`src/rtl/gray_code_pipe.sv`:
```
// Registered binary<->Gray stream converter with a 2-entry skid buffer.
// Define GRAY_CNT_EN to compile in the self-sequencing counter source (cnt_go/cnt_busy).
module gray_code_pipe #(
    parameter int WIDTH    = 4,
    parameter int MAX_CODE = 9
) (
    input  logic             clk,
    input  logic             rst,
    input  logic             in_valid,
    output logic             in_ready,
    input  logic [WIDTH-1:0] in_data,
    input  logic             in_mode,
    output logic             out_valid,
    input  logic             out_ready,
    output logic [WIDTH-1:0] out_data,
    output logic             out_mode,
    output logic             out_err
`ifdef GRAY_CNT_EN
    ,
    input  logic             cnt_go,
    output logic             cnt_busy
`endif
);

    logic             src_valid;
    logic [WIDTH-1:0] src_data;
    logic             src_mode;
    logic             accept;
    logic             out_xfer;

    logic [WIDTH-1:0] enc;
    logic [WIDTH-1:0] dec;
    logic [WIDTH-1:0] bin_val;
    logic [WIDTH-1:0] res_data;
    logic             res_err;

    logic             or_valid_q, or_valid_d;
    logic [WIDTH-1:0] or_data_q,  or_data_d;
    logic             or_mode_q,  or_mode_d;
    logic             or_err_q,   or_err_d;
    logic             sk_valid_q, sk_valid_d;
    logic [WIDTH-1:0] sk_data_q,  sk_data_d;
    logic             sk_mode_q,  sk_mode_d;
    logic             sk_err_q,   sk_err_d;
    logic             in_ready_q, in_ready_d;

    // Encode is a neighbour XOR; decode is a running XOR from the MSB down.
    assign enc[WIDTH-1] = src_data[WIDTH-1];
    assign dec[WIDTH-1] = src_data[WIDTH-1];
    generate
        for (genvar gi = 0; gi < WIDTH - 1; gi++) begin : g_conv
            assign enc[gi] = src_data[gi+1] ^ src_data[gi];
            assign dec[gi] = dec[gi+1] ^ src_data[gi];
        end
    endgenerate

    assign bin_val  = src_mode ? dec : src_data;
    assign res_data = src_mode ? dec : enc;
    assign res_err  = (32'(bin_val) > 32'(MAX_CODE));

    assign out_xfer = or_valid_q & out_ready;

`ifdef GRAY_CNT_EN
    typedef enum logic {IDLE, RUN} state_t;
    state_t           state_q, state_d;
    logic [WIDTH-1:0] cnt_q,   cnt_d;

    assign src_valid = (state_q == RUN) ? 1'b1 : in_valid;
    assign src_data  = (state_q == RUN) ? cnt_q : in_data;
    assign src_mode  = (state_q == RUN) ? 1'b0 : in_mode;
    assign accept    = (state_q == RUN) ? ~sk_valid_q : (in_valid & in_ready_q);
    assign cnt_busy  = (state_q == RUN);

    always_comb begin
        state_d = state_q;
        cnt_d   = cnt_q;
        case (state_q)
            IDLE: begin
                if (cnt_go && !or_valid_q && !sk_valid_q) begin
                    state_d = RUN;
                end
            end
            RUN: begin
                if (accept) begin
                    if (cnt_q == WIDTH'(MAX_CODE)) begin
                        state_d = IDLE;
                        cnt_d   = '0;
                    end else begin
                        cnt_d = cnt_q + WIDTH'(1);
                    end
                end
            end
            default: state_d = IDLE;
        endcase
    end

    always_ff @(posedge clk or posedge rst) begin
        if (rst) begin
            state_q <= IDLE;
            cnt_q   <= '0;
        end else begin
            state_q <= state_d;
            cnt_q   <= cnt_d;
        end
    end

    assign in_ready_d = ~sk_valid_d & (state_d == IDLE);
`else
    assign src_valid  = in_valid;
    assign src_data   = in_data;
    assign src_mode   = in_mode;
    assign accept     = in_valid & in_ready_q;
    assign in_ready_d = ~sk_valid_d;
`endif

    // An accepted word can only land in SK when OR is full and not draining,
    // and in_ready is low whenever SK is full, so no third slot is ever needed.
    always_comb begin
        or_valid_d = or_valid_q;
        or_data_d  = or_data_q;
        or_mode_d  = or_mode_q;
        or_err_d   = or_err_q;
        sk_valid_d = sk_valid_q;
        sk_data_d  = sk_data_q;
        sk_mode_d  = sk_mode_q;
        sk_err_d   = sk_err_q;

        if (out_xfer) begin
            if (sk_valid_q) begin
                or_data_d  = sk_data_q;
                or_mode_d  = sk_mode_q;
                or_err_d   = sk_err_q;
                sk_valid_d = 1'b0;
            end else begin
                or_valid_d = 1'b0;
            end
        end

        if (accept && src_valid) begin
            if (!or_valid_q || out_xfer) begin
                or_valid_d = 1'b1;
                or_data_d  = res_data;
                or_mode_d  = src_mode;
                or_err_d   = res_err;
            end else begin
                sk_valid_d = 1'b1;
                sk_data_d  = res_data;
                sk_mode_d  = src_mode;
                sk_err_d   = res_err;
            end
        end
    end

    always_ff @(posedge clk or posedge rst) begin
        if (rst) begin
            or_valid_q <= 1'b0;
            or_data_q  <= '0;
            or_mode_q  <= 1'b0;
            or_err_q   <= 1'b0;
            sk_valid_q <= 1'b0;
            sk_data_q  <= '0;
            sk_mode_q  <= 1'b0;
            sk_err_q   <= 1'b0;
            in_ready_q <= 1'b1;
        end else begin
            or_valid_q <= or_valid_d;
            or_data_q  <= or_data_d;
            or_mode_q  <= or_mode_d;
            or_err_q   <= or_err_d;
            sk_valid_q <= sk_valid_d;
            sk_data_q  <= sk_data_d;
            sk_mode_q  <= sk_mode_d;
            sk_err_q   <= sk_err_d;
            in_ready_q <= in_ready_d;
        end
    end

    assign in_ready  = in_ready_q;
    assign out_valid = or_valid_q;
    assign out_data  = or_data_q;
    assign out_mode  = or_mode_q;
    assign out_err   = or_err_q;

endmodule

```
`config.mk`:
```
export PLATFORM = sky130hd
export DESIGN_NAME = gray_code_pipe
export DESIGN_NICKNAME = d
export VERILOG_FILES = /design/src/rtl/gray_code_pipe.sv
export SDC_FILE = /design/constraint.sdc
export NUM_CORES = 1
export LEC_CHECK = 0
export BUFFER_PORTS_ARGS = -buffer_cell sky130_fd_sc_hd__buf_2
export CORE_MARGIN = 10
export CORE_UTILIZATION = 58
export CTS_BUF_LIST = sky130_fd_sc_hd__clkbuf_8
export CTS_CLUSTER_SIZE = 28
export DETAILED_ROUTE_END_ITERATION = 16
export PLACE_DENSITY = 0.87
export SKIP_LAST_GASP = 1
export SLEW_MARGIN = 10
export SYNTH_ARGS = -nofsm -noshare
export SYNTH_HDL_FRONTEND = slang
export SYNTH_SLANG_ARGS = --single-unit
export TNS_END_PERCENT = 20
```
`constraint.sdc`:
```
create_clock -name clk -period 3.51 [get_ports clk]
set_input_delay 0.5265 -clock clk [delete_from_list [all_inputs] [get_ports clk]]
set_output_delay 0.5265 -clock clk [all_outputs]
set_load 0.01 [all_outputs]
```
==> qor.csv <==
metric;value;unit
status;completed;
clock skew;3.14;ps
flop2flop setup slack;2000;ps
Metal-1 WL;641;µm
P&R area growth vs syn;17.1;%
XOR/XNOR share of the synthesized area;6.92;%
synthesized area;759;µm²
Core Region;1170;µm²
gr ovfl total;0;
row count;12;
Final Critical Period;1510;ps
Die Area;3160;µm²
post-synthesis net count;77;
WL met2;738;µm
Leakage;0.445;nW
worst-margin pin slew;556;ps
RSZ-0062 raised after global routing;no;
worst skew pair latency;250;ps
mux share of post-synthesis cell area;15.5;%
number of H-tree levels;1;
Chip Height;56.2;µm
hpwl dp;1160;µm
DR top layer;met4;
fin util;76.0;%
Die X;56.2;µm
crit path from;out_valid;
Post-Route WL;1510;µm
Post-CTS Setup Inserts;0;
most common cell after layout, fill and taps aside;buf_2;
clk sinks;15;
commonest non-fill, non-tap cells in the layout;buf_2 (16), dfrtp_1 (14), nand2_1 (11);
vias;556;
Netlist cell types;26;
max_slew headroom;62.9;%
Max clock buf depth;2;
Yosys reg bits;15;
CTS Buf Count;3;
IO Count;17;
Synth Area in Compound Gates;11.0;%
final period utilization;43.0;%
initial core utilization;64.9;%
global-route wire length before repair;2460;µm
worst r2r dst;sk_data_q[3];
critical-path maximum fanout;13;
CTS tree;done;
max-cap viol count;0;
TritonRoute pass-1 iters;4;
CP required;3640;ps
Worst Setup Path Type;register to register;
hold buffers post-CTS;0;
GRT Total Usage;9.52;%
clk slew on worst S/H paths;60;ps
post-synthesis sequential area ratio;49.6;%
syn_area_per_cell;11.2;µm²
setup TNS;0;ps
Power Dens Cells;793;nW/µm²
Hold Fails Final Rpt;0;
FF-to-FF path depth;2;
Peak VDD IR;0.000509;V
CTS root buf;clkbuf_8;
synthesized-area fraction occupied by adder cells;0;%
vias in the first global route;578;
GP Congestion;0.813;
cts repair resizes;0;
final net count;96;
initial antenna violation count;0;
Post-Syn Instances;68;
drt via density;5.56;
Final Max Tran Viols;0;
antenna-violating nets left;0;
Simple-Gate Fraction of Synth Area;13.8;%
largest net degree at the start of global routing;16;
Met3 Routed Length;105;µm
CP startpoint kind;register;
Inserted Diodes;0;
Starting DRT DRC Count;7;
I/O Buffers;16;
routed len/inst;15.1;µm
main combinational cell family by area after synthesis;multiplexers;
synth warn;0;
HP Class;primary input to async pin;
Worst setup EP type;register;
proportion of layout cells with a drive suffix above 1;29.1;%
Fillers;83;
Reg2Reg Launch Point;out_valid;
DRC;0;
Finish-stage setup viols;0;
Worst Path Arrival;1640;ps
Fmax;663;MHz
critical path, cell delays in order (launching register included):
cell      delay (ps)
dfrtp_1          530
nand4b_1         450
mux2_2           420
cell families after synthesis:
family	after synthesis
AO/OA/AOI/OAI	12
XOR/XNOR	6
buffers and inverters	5
flip-flops	15
multiplexers	11
AND/OR/NAND/NOR	19
state kept, by name (all words and copies together) (netlist names):
name and flops:
out_valid 1, sk_err_q 1, out_mode 1, sk_valid_q 1, sk_mode_q 1, out_err 1
in_ready 1, out_data 4, sk_data_q 4
worst max-delay path by stage:
stage	to	slack (ps)	cells after the start
6_report	sk_data_q[3]	2000	2
5_1_grt	sk_data_q[3]	1850	2
3_3_place_gp	sk_data_q[3]	1850	3
3_5_place_dp	sk_data_q[3]	1850	3
2_1_floorplan	out_data[3]	2160	4
4_1_cts	sk_data_q[3]	1990	2
synth_stat cells (all sizes together):
cell type,number,share of area (%)
a21boi,1,0.99
a21o,1,0.99
a21oi,1,2.1
a221oi,1,1.2
a31oi,1,0.82
and2,2,1.6
and4,1,1.2
buf,2,1.6
dfrtp,14,46
dfstp,1,3.5
inv,3,1.5
mux2,3,4.9
mux2i,8,11
nand2,11,5.4
nand2b,1,0.82
nand3,2,3.0
nand4b,1,1.2
nor3,1,0.66
o21ai,6,4.0
o31ai,1,0.99
xnor2,4,4.6
xor2,2,2.3
metal layers:
metal  vias to the layer above  global-route usage, %
met2                        18                   15.1
li1                        270                      -
met1                       264                   9.96
met5                         -                      0
met3                         4                   4.78
met4                         0                   5.12
through the flow:
stage               power [mW]  instance area [µm²]  hold slack (ps)  setup WS (ps)  instances
global route             0.756                  890              355           1850        100
finish                   0.706                  890              323           2000        100
CTS                      0.713                  890              344           1990        100
global placement         0.562                  845              466           1850         96
floorplan                0.491                  759              427           2160         68
detailed placement       0.576                  845              479           1850         96
where the power goes:
part	internal [mW]	leakage (nW)	switching [mW]	total, mW
Clock	0.0774	0.0269	0.0565	0.134
Combinational	0.121	0.239	0.127	0.248
Sequential	0.260	0.180	0.0632	0.323
Total	0.459	0.445	0.247	0.706
layout make-up:
cell class / count / area, µm² / share of cell area (%)
Inverter: 3 / 11.3 / 1.27
Multi-Input combinational cell: 48 / 359 / 40.4
Timing Repair Buffer: 16 / 80.1 / 9.00
Tap cell: 14 / 17.5 / 1.97
Clock inverter: 1 / 3.75 / 0.422
Clock buffer: 3 / 41.3 / 4.64
Sequential cell: 15 / 377 / 42.3
Power figures use the tool's default switching activity.
